[src/rtl/add_arb_pkg.sv]
// -----------------------------------------------------------------------------
// add_arb_pkg
// Shared definitions for the shared-adder arbiter:
//   DATA_W        operand / result width of the shared adder
//   NREQ_DEFAULT  default number of requesters sharing the adder
//   add_arb_state_e  response-holding FSM state (IDLE, HOLD)
// -----------------------------------------------------------------------------
package add_arb_pkg;

    localparam int DATA_W       = 32;
    localparam int NREQ_DEFAULT = 4;

    // IDLE: no result held. HOLD: result held, resp_valid is high.
    typedef enum logic {
        IDLE = 1'b0,
        HOLD = 1'b1
    } add_arb_state_e;

    // Signed overflow of a two's-complement add, from operand and result MSBs.
    function automatic logic signed_ovf(input logic a_msb, input logic b_msb,
                                        input logic s_msb);
        return (a_msb == b_msb) && (s_msb != a_msb);
    endfunction

endpackage

[src/rtl/carry_select_adder_signed_32bit.sv]
// -----------------------------------------------------------------------------
// carry_select_adder_signed_32bit
// 32-bit carry-select adder. Each 8-bit block precomputes its sum for a
// carry-in of 0 and of 1; the real carry from the block below picks one.
// Ports:
//   a_i, b_i     32-bit operands
//   cin_i        carry into bit 0
//   sum_o        32-bit sum (modulo 2^32)
//   cout_o       carry out of bit 31
//   zero_flag_o  high when sum_o is zero (carry-out is not considered)
// -----------------------------------------------------------------------------
module carry_select_adder_signed_32bit
    import add_arb_pkg::*;
(
    input  logic [DATA_W-1:0] a_i,
    input  logic [DATA_W-1:0] b_i,
    input  logic              cin_i,
    output logic [DATA_W-1:0] sum_o,
    output logic              cout_o,
    output logic              zero_flag_o
);

    localparam int BLK_W = 8;
    localparam int NBLK  = DATA_W / BLK_W;

    // carry[k] is the carry into block k; carry[NBLK] is the final carry-out.
    logic [NBLK:0] carry;

    assign carry[0] = cin_i;

    for (genvar k = 0; k < NBLK; k++) begin : g_blk
        logic [BLK_W:0] sum_c0;
        logic [BLK_W:0] sum_c1;

        assign sum_c0 = {1'b0, a_i[k*BLK_W +: BLK_W]} + {1'b0, b_i[k*BLK_W +: BLK_W]};
        assign sum_c1 = {1'b0, a_i[k*BLK_W +: BLK_W]} + {1'b0, b_i[k*BLK_W +: BLK_W]}
                        + {{BLK_W{1'b0}}, 1'b1};

        assign sum_o[k*BLK_W +: BLK_W] = carry[k] ? sum_c1[BLK_W-1:0] : sum_c0[BLK_W-1:0];
        assign carry[k+1]              = carry[k] ? sum_c1[BLK_W]     : sum_c0[BLK_W];
    end

    assign cout_o      = carry[NBLK];
    assign zero_flag_o = ~|sum_o;

endmodule

[src/rtl/rr_pick.sv]
// -----------------------------------------------------------------------------
// rr_pick
// Round-robin picker. The search starts at last_grant_i+1 (mod NREQ) and
// returns the first set request bit.
// Ports:
//   req_i         request vector, one bit per requester
//   last_grant_i  index granted most recently
//   grant_o       one-hot grant (all-zero when no request is set)
//   idx_o         index of the granted requester (0 when none)
//   any_o         high when some request is set
// -----------------------------------------------------------------------------
module rr_pick
    import add_arb_pkg::*;
#(
    parameter int NREQ = NREQ_DEFAULT,
    parameter int IDW  = $clog2(NREQ)
) (
    input  logic [NREQ-1:0] req_i,
    input  logic [IDW-1:0]  last_grant_i,
    output logic [NREQ-1:0] grant_o,
    output logic [IDW-1:0]  idx_o,
    output logic            any_o
);

    int            cand;
    logic [IDW-1:0] cand_idx;
    logic          found;

    always_comb begin
        grant_o  = '0;
        idx_o    = '0;
        found    = 1'b0;
        cand     = 0;
        cand_idx = '0;
        // k runs 1..NREQ so the previously granted requester is looked at last.
        for (int k = 1; k <= NREQ; k++) begin
            cand     = (int'(last_grant_i) + k) % NREQ;
            cand_idx = IDW'(cand);
            if (!found && req_i[cand_idx]) begin
                found             = 1'b1;
                grant_o[cand_idx] = 1'b1;
                idx_o             = cand_idx;
            end
        end
        any_o = found;
    end

endmodule

[src/rtl/add_share_arbiter.sv]
// -----------------------------------------------------------------------------
// add_share_arbiter
// NREQ requesters share one 32-bit adder. A round-robin picker selects one
// requester per accept; its operands go through the shared adder and the
// result is registered into a one-entry response slot.
//
// Handshake: a transfer happens on a cycle where valid and ready are both
// high at the rising clock edge. req_ready is a combinational function of
// state, resp_ready and req_valid (at most one bit set); resp_valid and all
// resp_* fields are registered and stay stable until resp_ready is seen.
//
// Optional feature: define ADD_ARB_OVF_EN to add the resp_ovf output
// (registered signed overflow of the granted operands).
//
// Ports:
//   clk, rst            clock, synchronous active-high reset
//   req_valid/req_ready per-requester request handshake
//   req_a, req_b        packed operands, requester i at [32*i+31:32*i]
//   req_cin             per-requester carry-in
//   resp_valid/ready    response handshake
//   resp_id             owner of the held result
//   resp_sum/cout/zero  result, carry-out of bit 31, sum==0 flag
//   resp_ovf            signed overflow (ADD_ARB_OVF_EN only)
//   dbg_state_o         current FSM state
//   dbg_last_grant_o    most recently granted requester
// -----------------------------------------------------------------------------
module add_share_arbiter
    import add_arb_pkg::*;
#(
    parameter int NREQ = NREQ_DEFAULT,
    parameter int IDW  = $clog2(NREQ)
) (
    input  logic                   clk,
    input  logic                   rst,
    input  logic [NREQ-1:0]        req_valid,
    output logic [NREQ-1:0]        req_ready,
    input  logic [NREQ*DATA_W-1:0] req_a,
    input  logic [NREQ*DATA_W-1:0] req_b,
    input  logic [NREQ-1:0]        req_cin,
    output logic                   resp_valid,
    input  logic                   resp_ready,
    output logic [IDW-1:0]         resp_id,
    output logic [DATA_W-1:0]      resp_sum,
    output logic                   resp_cout,
    output logic                   resp_zero,
`ifdef ADD_ARB_OVF_EN
    output logic                   resp_ovf,
`endif
    output add_arb_state_e         dbg_state_o,
    output logic [IDW-1:0]         dbg_last_grant_o
);

    // ------------------------------------------------------------------
    // Registered state and response
    // ------------------------------------------------------------------
    add_arb_state_e    state_q;
    logic              resp_valid_q;
    logic [IDW-1:0]    resp_id_q;
    logic [DATA_W-1:0] resp_sum_q;
    logic              resp_cout_q;
    logic              resp_zero_q;
    logic [IDW-1:0]    last_grant_q;

    // ------------------------------------------------------------------
    // Arbitration
    // ------------------------------------------------------------------
    logic [NREQ-1:0] rr_grant;
    logic [IDW-1:0]  rr_idx;
    logic            rr_any;
    logic            can_accept;
    logic            accept;

    rr_pick #(
        .NREQ (NREQ),
        .IDW  (IDW)
    ) u_rr_pick (
        .req_i        (req_valid),
        .last_grant_i (last_grant_q),
        .grant_o      (rr_grant),
        .idx_o        (rr_idx),
        .any_o        (rr_any)
    );

    // The slot is free when empty, or when its current result leaves this
    // cycle; that second case gives back-to-back results with no bubble.
    assign can_accept = !rst && ((state_q == IDLE) || resp_ready);
    assign accept     = can_accept && rr_any;
    assign req_ready  = accept ? rr_grant : '0;

    // ------------------------------------------------------------------
    // Shared adder on the granted requester's operands
    // ------------------------------------------------------------------
    logic [DATA_W-1:0] a_sel;
    logic [DATA_W-1:0] b_sel;
    logic              cin_sel;
    logic [DATA_W-1:0] sum_d;
    logic              cout_d;
    logic              zero_d;

    assign a_sel   = req_a[int'(rr_idx)*DATA_W +: DATA_W];
    assign b_sel   = req_b[int'(rr_idx)*DATA_W +: DATA_W];
    assign cin_sel = req_cin[rr_idx];

    carry_select_adder_signed_32bit u_adder (
        .a_i         (a_sel),
        .b_i         (b_sel),
        .cin_i       (cin_sel),
        .sum_o       (sum_d),
        .cout_o      (cout_d),
        .zero_flag_o (zero_d)
    );

`ifdef ADD_ARB_OVF_EN
    logic resp_ovf_q;
    logic ovf_d;

    assign ovf_d = signed_ovf(a_sel[DATA_W-1], b_sel[DATA_W-1], sum_d[DATA_W-1]);
`endif

    // ------------------------------------------------------------------
    // FSM and response register
    // ------------------------------------------------------------------
    always_ff @(posedge clk) begin
        if (rst) begin
            state_q      <= IDLE;
            resp_valid_q <= 1'b0;
            resp_id_q    <= '0;
            resp_sum_q   <= '0;
            resp_cout_q  <= 1'b0;
            resp_zero_q  <= 1'b0;
            // Highest index as "last" makes requester 0 first after reset.
            last_grant_q <= IDW'(NREQ - 1);
`ifdef ADD_ARB_OVF_EN
            resp_ovf_q   <= 1'b0;
`endif
        end else begin
            // A new result overwrites the slot whenever one is accepted,
            // whether the slot was empty or being emptied this cycle.
            if (accept) begin
                resp_id_q    <= rr_idx;
                resp_sum_q   <= sum_d;
                resp_cout_q  <= cout_d;
                resp_zero_q  <= zero_d;
                last_grant_q <= rr_idx;
`ifdef ADD_ARB_OVF_EN
                resp_ovf_q   <= ovf_d;
`endif
            end

            case (state_q)
                IDLE: begin
                    if (accept) begin
                        state_q      <= HOLD;
                        resp_valid_q <= 1'b1;
                    end
                end
                HOLD: begin
                    // Stay in HOLD if the result is not consumed or a new one
                    // replaces it; drain to IDLE only when consumed with
                    // nothing waiting.
                    if (resp_ready && !accept) begin
                        state_q      <= IDLE;
                        resp_valid_q <= 1'b0;
                    end
                end
            endcase
        end
    end

    assign resp_valid       = resp_valid_q;
    assign resp_id          = resp_id_q;
    assign resp_sum         = resp_sum_q;
    assign resp_cout        = resp_cout_q;
    assign resp_zero        = resp_zero_q;
`ifdef ADD_ARB_OVF_EN
    assign resp_ovf         = resp_ovf_q;
`endif
    assign dbg_state_o      = state_q;
    assign dbg_last_grant_o = last_grant_q;

endmodule
[config.mk]
export PLATFORM = sky130hd
export DESIGN_NAME = add_share_arbiter
export DESIGN_NICKNAME = d
export VERILOG_FILES = /design/src/rtl/add_arb_pkg.sv /design/src/rtl/carry_select_adder_signed_32bit.sv /design/src/rtl/rr_pick.sv /design/src/rtl/add_share_arbiter.sv
export SDC_FILE = /design/constraint.sdc
export NUM_CORES = 1
export LEC_CHECK = 0
export BUFFER_PORTS_ARGS = -buffer_cell sky130_fd_sc_hd__buf_2
export CAP_MARGIN = 25
export CORE_ASPECT_RATIO = 1.25
export CORE_MARGIN = 5
export CORE_UTILIZATION = 40
export DETAILED_ROUTE_END_ITERATION = 16
export HOLD_SLACK_MARGIN = 0.03
export MAX_ROUTING_LAYER = met4
export PLACE_DENSITY = 0.69
export REMOVE_ABC_BUFFERS = 1
export SLEW_MARGIN = 0
export SYNTH_ARGS = -nofsm -noshare
export SYNTH_HDL_FRONTEND = slang
export SYNTH_SLANG_ARGS = --single-unit
[constraint.sdc]
create_clock -name clk -period 16.4 [get_ports clk]
set_clock_uncertainty 0.05 [all_clocks]
set_input_delay 1.64 -clock clk [delete_from_list [all_inputs] [get_ports clk]]
set_output_delay 1.64 -clock clk [all_outputs]
set_load 0.02 [all_outputs]
After elaboration in Yosys (flattened, before gate mapping)

Cells that the tools add are included.

Register bits: 40
Word-level logic and storage cells: 100
Bits of input ports: 267
Output and inout port bits: 44

Bitwise logic cells: 4
$lt $le $gt $ge: 9
Shift-type cells: 2
Eq/ne operators: 2
Multiplexer cells: 45
$add $sub $neg: 12
Reduce and logical (&&, ||, !) cells: 19

Operators with widths:

| kind                                                                          | count |
|---|---|
| 128-bit by 8-bit variable part select with 32-bit output                      | 2 |
| 8-bit by 8-bit adder with 9-bit output                                        | 4 |
| 9-bit by 1-bit adder with 9-bit output (second input constant)                | 4 |
| 8-bit 2-to-1 mux                                                              | 4 |
| 32-bit OR reduction                                                           | 1 |
| 1-bit 2-to-1 mux                                                              | 21 |
| 4-bit 2-to-1 mux                                                              | 5 |
| 2-bit by 3-bit less-than comparator with 1-bit output (second input constant) | 5 |
| 4-bit OR                                                                      | 3 |
| 1-bit binary-select mux with 2-bit select                                     | 5 |
| 1-bit logical AND                                                             | 10 |
| 1-bit demux with 2-bit select                                                 | 4 |
| 2-bit by 1-bit >= comparator with 1-bit output (second input constant)        | 4 |
| 2-bit 2-to-1 mux                                                              | 4 |
| 1-bit zero test                                                               | 6 |
| 2-bit by 1-bit adder with 2-bit output (second input constant)                | 2 |
| 2-bit adder (second input constant)                                           | 2 |
| 1-bit one-hot mux with 2 select lines                                         | 2 |
| 2-bit by 1-bit != test with 1-bit output (second input constant)              | 1 |
| 2-bit != test (second input constant)                                         | 1 |
| 2-bit AND reduction                                                           | 1 |
| 1-bit logical OR                                                              | 1 |
| 1-bit inverter                                                                | 1 |

Longest topological paths before layout

Word-level depth: 22
Gate-level depth with buffers: 28
Gate-level depth less buffers: 24

Modules after synthesis

Synthesis repeated with hierarchy kept, for this count alone.

Cell total of the unflattened synthesis: 677
Area, all modules: 6,140.9 um2

Modules (own cells, without submodules):

| module                          | sequential area each (um2) | cells each | area each (um2) | instances |
|---|---|---|---|---|
| add_share_arbiter               | 800.8                      | 264        | 3,091.7         | 1 |
| carry_select_adder_signed_32bit | 0.0                        | 327        | 2,419.8         | 1 |
| rr_pick                         | 0.0                        | 86         | 629.4           | 1 |

Worst setup path before layout

OpenSTA, ideal clock, no wires.

Kind: in2reg
From: in req_valid[3]
To: reg resp_zero_q (netlist: resp_zero)
Setup slack: 8,752 ps
Data required time: 16,266 ps
Arrival: 7,514 ps
Stages: 23
Cells stage by stage: buf_2 > mux4_2 > nand2b_1 > a211oi_2 > clkbuf_1 > clkbuf_1 > nand2_1 > and3_1 > a31oi_1 > ha_1 > a21o_1 > a2111oi_2 > a2111oi_1 > or4b_1 > o31a_1 > a2111oi_4 > nand3_2 > and2_4 > buf_6 > or3_1 > a2111oi_2 > o2111ai_1 > o31ai_2

Cells in the longest elaborated chain, start to end: 21
Elaborated cells on any way between the ends: 44
Classes of those cells: add/sub: 8; shift: 2; mux: 25; reduce/logical: 9

RTL lines:

| item                                                                               | RTL line                                                                     | source |
|---|---|---|
| start, declared                                                                    | add_share_arbiter.sv:35                                                      | `input logic [NREQ-1:0] req_valid,` |
| 1-bit binary-select mux with 2-bit select                                          | rr_pick.sv:39                                                                | `if (!found && req_i[cand_idx]) begin` |
| 1-bit 2-to-1 mux (implied by the code)                                             | rr_pick.sv:39                                                                |  |
| 1-bit 2-to-1 mux                                                                   | rr_pick.sv:39                                                                |  |
| 1-bit zero test                                                                    | rr_pick.sv:39                                                                |  |
| 1-bit logical AND                                                                  | rr_pick.sv:39                                                                |  |
| 1-bit 2-to-1 mux                                                                   | rr_pick.sv:39                                                                |  |
| 1-bit zero test                                                                    | rr_pick.sv:39                                                                |  |
| 1-bit logical AND                                                                  | rr_pick.sv:39                                                                |  |
| [... 3 more ...]                                                                   | n/a                                                                          |  |
| 2-bit 2-to-1 mux                                                                   | rr_pick.sv:39                                                                |  |
| 128-bit by 8-bit variable part select with 32-bit output, on equally long branches | add_share_arbiter.sv:100, add_share_arbiter.sv:101                           |  |
| 8-bit by 8-bit adder with 9-bit output                                             | carry_select_adder_signed_32bit.sv:35, carry_select_adder_signed_32bit.sv:36 |  |
| 9-bit by 1-bit adder with 9-bit output                                             | carry_select_adder_signed_32bit.sv:37                                        | `+ {{BLK_W{1'b0}}, 1'b1};` |
| 1-bit 2-to-1 mux (3 in a row)                                                      | carry_select_adder_signed_32bit.sv:40                                        | `assign carry[k+1] = carry[k] ? sum_c1[BLK_W] : sum_c0[BLK_W];` |
| 8-bit 2-to-1 mux                                                                   | carry_select_adder_signed_32bit.sv:39                                        | `assign sum_o[k*BLK_W +: BLK_W] = carry[k] ? sum_c1[BLK_W-1:0] : sum_c0[BLK_W-1:0];` |
| 32-bit OR reduction                                                                | carry_select_adder_signed_32bit.sv:44                                        | `assign zero_flag_o = ~\|sum_o;` |
| 1-bit zero test                                                                    | carry_select_adder_signed_32bit.sv:44                                        |  |
| end signal, assigned                                                               | add_share_arbiter.sv:143                                                     | `resp_zero_q <= zero_d;` |
| end, declared                                                                      | add_share_arbiter.sv:61                                                      | `logic resp_zero_q;` |

Several ways; a longest one is shown, not always the timed one. The select of a mux whose other input is x is not followed.
A chain may end at the register's enable or synchronous reset.

Final worst setup path

From: reg last_grant_q[0] (netlist: dbg_last_grant_o[0])
To: reg resp_zero_q (netlist: resp_zero)

Cells in the longest elaborated chain, start to end: 22
Elaborated cells on any way between the ends: 48
Classes of those cells: add/sub: 12; shift: 2; mux: 25; reduce/logical: 9

RTL lines:

| item                                                                               | RTL line                                                                     | source |
|---|---|---|
| start, declared                                                                    | add_share_arbiter.sv:62                                                      | `logic [IDW-1:0] last_grant_q;` |
| start signal, assigned                                                             | add_share_arbiter.sv:132                                                     | `last_grant_q <= IDW'(NREQ - 1);` |
| start signal, assigned                                                             | add_share_arbiter.sv:144                                                     | `last_grant_q <= rr_idx;` |
| 2-bit by 1-bit adder with 2-bit output                                             | rr_pick.sv:37                                                                | `cand = (int'(last_grant_i) + k) % NREQ;` |
| 1-bit binary-select mux with 2-bit select                                          | rr_pick.sv:39                                                                |  |
| 1-bit 2-to-1 mux (implied by the code)                                             | rr_pick.sv:39                                                                |  |
| 1-bit 2-to-1 mux                                                                   | rr_pick.sv:39                                                                |  |
| 1-bit zero test                                                                    | rr_pick.sv:39                                                                |  |
| 1-bit logical AND                                                                  | rr_pick.sv:39                                                                |  |
| 1-bit 2-to-1 mux                                                                   | rr_pick.sv:39                                                                |  |
| 1-bit zero test                                                                    | rr_pick.sv:39                                                                |  |
| [... 4 more ...]                                                                   | n/a                                                                          |  |
| 2-bit 2-to-1 mux                                                                   | rr_pick.sv:39                                                                |  |
| 128-bit by 8-bit variable part select with 32-bit output, on equally long branches | add_share_arbiter.sv:100, add_share_arbiter.sv:101                           |  |
| 8-bit by 8-bit adder with 9-bit output                                             | carry_select_adder_signed_32bit.sv:35, carry_select_adder_signed_32bit.sv:36 |  |
| 9-bit by 1-bit adder with 9-bit output                                             | carry_select_adder_signed_32bit.sv:37                                        |  |
| 1-bit 2-to-1 mux (3 in a row)                                                      | carry_select_adder_signed_32bit.sv:40                                        |  |
| 8-bit 2-to-1 mux                                                                   | carry_select_adder_signed_32bit.sv:39                                        |  |
| 32-bit OR reduction                                                                | carry_select_adder_signed_32bit.sv:44                                        |  |
| 1-bit zero test                                                                    | carry_select_adder_signed_32bit.sv:44                                        |  |

Several ways; a longest one is shown, not always the timed one. The select of a mux whose other input is x is not followed.

==> results.cfg <==
[outcome]
status = finished clean

[worst_setup_path]
r2r_slack_ps = 7950
path_class = register to register
critPathMaxFanout = 63
end_kind = register
cp-start-kind = register
r2r_start = dbg_last_grant_o[0]
r2r_end = resp_zero
crit_arrival_ps = 8590
rr_worst_depth = 22
cp.required_ps = 16540

[timing]
finalCritPeriodShare_pct = 51.5
slew_viol_final = 0
setup_tns_ps = 0
rsz0062_at_grt = no
fin_crit_ps = 8450
worstMarginPinSlew_ps = 978
setup_viol = 0
finalHoldViolCount = 0
fmax_ghz = 0.118
max_slew_margin_pct = 34.3

[cells_and_area]
final_cell_mix = 310 x buf_2, 282 x nand2_1, 76 x and3_1, 68 x a31oi_1, 44 x ha_1
regArea_um2 = 801
area_growth_pct = 28.6
fillers = 1687
layout.nets = 1513
final_core_util_pct = 51.9
multi_input_area_mm2 = 0.00512
layout_commonest_cell = buf_2
layout.cells.non_filler = 1411
antenna_cells = 0
drive_gt1_share_pct = 29.2

[routing]
route.detailed.wl_per_inst_um = 14.4
wl_mm = 20.3
via_per_inst = 5.34
route.antenna.remaining_nets = 0
vias = 7529
drcViolationCount = 0
drt_pre_antenna_iters = 5
drtIter0Drc = 511

[floorplan]
ios = 311
start_util_pct = 40.3
die_area_mm2 = 0.0182
rows = 51
fp.dieH_um = 149
die-width_um = 122
fp.coreArea_mm2 = 0.0154

[clock_tree]
cts.sinks = 40
cts_max_level = 2
cts_made_buffers = 5
clk_path_buf_depth = 2
clock_latency_ps = 270
cts_hold_buffers = 0
cts-resized-gates = 0
cts_setup_buffers = 0
cts_tree = yes
root_buffer = clkbuf_16
cts.clk_slew.worst_paths_ps = 60

[global_routing]
grt_pass1_wl_mm = 32.1
grt_remaining_overflow = 0
grt_pass1_vias = 6966
antenna_found_initial = 0
grtUsageTotal_pct = 21.4
grt_max_degree = 72

[synthesis]
synthCells = 939
synth_cell_types = 70
syn_area_mm2 = 0.00622
synth_compound_area_share_pct = 22.3
synthAdderAreaFrac_pct = 10.1
synth_mux_area_share_pct = 3.74
synth-simple-area-share_pct = 37.8
synth_area_per_cell_um2 = 6.63
synth_top_family_by_area = simple AND/OR/NAND/NOR gates
synth_xor_area_share_pct = 7.88
async_flop_share_pct = 0
yosys_warnings = 0
synth_edf_count = 0
ys_seq_area_share_pct = 12.9
ys_seq_elements = 40
ys.flop_type = dfxtp_1

[job]
cap_violations = 0

[hold_path]
hold_path_depth = 2
min_from = resp_zero
min_delay_worst_endpoint = resp_zero
hold_path.class = register to register

[place]
gp_congestion = 0.905
hpwl_mm = 16.1
io_buffers = 310
place_inst = 1403
## synth_stat cells (3+ instances only)
| cell | n | share of area (%) |
|---|---|---|
| inv_1 | 18 | 1.1 |
| a221oi_1 | 4 | 0.56 |
| a211oi_2 | 3 | 0.60 |
| nor2_1 | 35 | 2.1 |
| a211oi_1 | 7 | 0.84 |
| nand2b_1 | 12 | 1.2 |
| nor4_1 | 3 | 0.30 |
| clkbuf_1 | 50 | 3.0 |
| nand4_1 | 5 | 0.50 |
| mux2i_1 | 12 | 1.9 |
| and3_1 | 76 | 7.6 |
| a21oi_1 | 22 | 1.8 |
| buf_6 | 3 | 0.54 |
| nand3b_1 | 32 | 3.9 |
| nor3_1 | 12 | 0.96 |
| o21ai_0 | 39 | 3.1 |
| mux4_2 | 4 | 1.4 |
| a21o_1 | 9 | 1.1 |
| a32oi_1 | 3 | 0.42 |
| ha_1 | 44 | 8.8 |
| a311oi_1 | 3 | 0.42 |
| and3b_1 | 3 | 0.42 |
| a2111o_1 | 3 | 0.54 |
| fa_1 | 4 | 1.3 |
| or3_1 | 5 | 0.50 |
| o21bai_1 | 8 | 0.96 |
| xnor2_1 | 29 | 4.1 |
| dfxtp_1 | 40 | 13 |
| nand3_1 | 9 | 0.72 |
| buf_1 | 6 | 0.36 |
| nor2b_1 | 4 | 0.40 |
| a22oi_1 | 4 | 0.48 |
| buf_2 | 4 | 0.32 |
| and2_1 | 5 | 0.50 |
| xor2_1 | 27 | 3.8 |
| a31oi_1 | 68 | 6.8 |
| nand2_1 | 284 | 17 |
## worst max-delay path: stages (launching register included)
cell       delay, ps
dfxtp_1          760
inv_1            240
ha_1             540
mux4_2           650
or2_4            290
a31o_4           230
nand2_2          660
and3_1           280
a31oi_1           50
ha_1             290
fa_1             420
a21o_1           190
a21oi_1          160
xnor2_1          260
or4b_1           550
o31a_1           360
a2111oi_4        560
a2111o_1         290
nand2_1           70
xnor2_1          780
and4_1           320
o2111ai_1        140
o31ai_2          190
## routing by layer
metal	wire [µm]	track usage [%]
met5	0	-
met4	363	4.54
met3	887	1.81
met2	10500	38.5
met1	8570	26.2
## sequential cells by signal (all words and copies together), names as in the netlist
register	cells
resp_sum	32
dbg_last_grant_o	2
dbg_state_o	1
resp_valid	1
resp_zero	1
resp_cout	1
resp_id	2
## through the flow
step	cell area, µm²	hold WS [ps]	setup slack (ps)
floorplan	5960	496	5620
global placement	7840	395	7870
detailed placement	7840	403	7780
CTS	8010	418	7970
global route	8010	443	7290
finish	8010	419	7950
## worst max-delay path by stage
stage,startpoint,endpoint,slack [ps],cells after the start
finish,dbg_last_grant_o[0],resp_zero,7950,22
floorplan,req_valid[0],resp_zero,5620,19
global route,dbg_last_grant_o[0],resp_zero,7290,22
detailed placement,req_valid[2],resp_zero,7780,21
CTS,dbg_last_grant_o[0],resp_zero,7970,22
global placement,req_valid[2],resp_zero,7870,21
## cell type report
class / count / share of cell area (%)
Multi-Input combinational cell: 818 / 63.9
Timing Repair Buffer: 315 / 19.8
Inverter: 18 / 0.844
Clock buffer: 5 / 1.56
Clock inverter: 3 / 0.531
Sequential cell: 40 / 10.0
Tap cell: 212 / 3.31
## cell families (layout without fill, tap and decap cells)
kind of cell	after synthesis	count (layout)
AO/OA/AOI/OAI	201	201
adder cells (fa/ha/maj)	48	48
multiplexers	18	18
XOR/XNOR	56	56
flip-flops	40	40
AND/OR/NAND/NOR	495	495
buffers and inverters	81	341
Power is not shown: default switching activity piles up to over one toggle a cycle in this logic, so the estimate is an artifact.
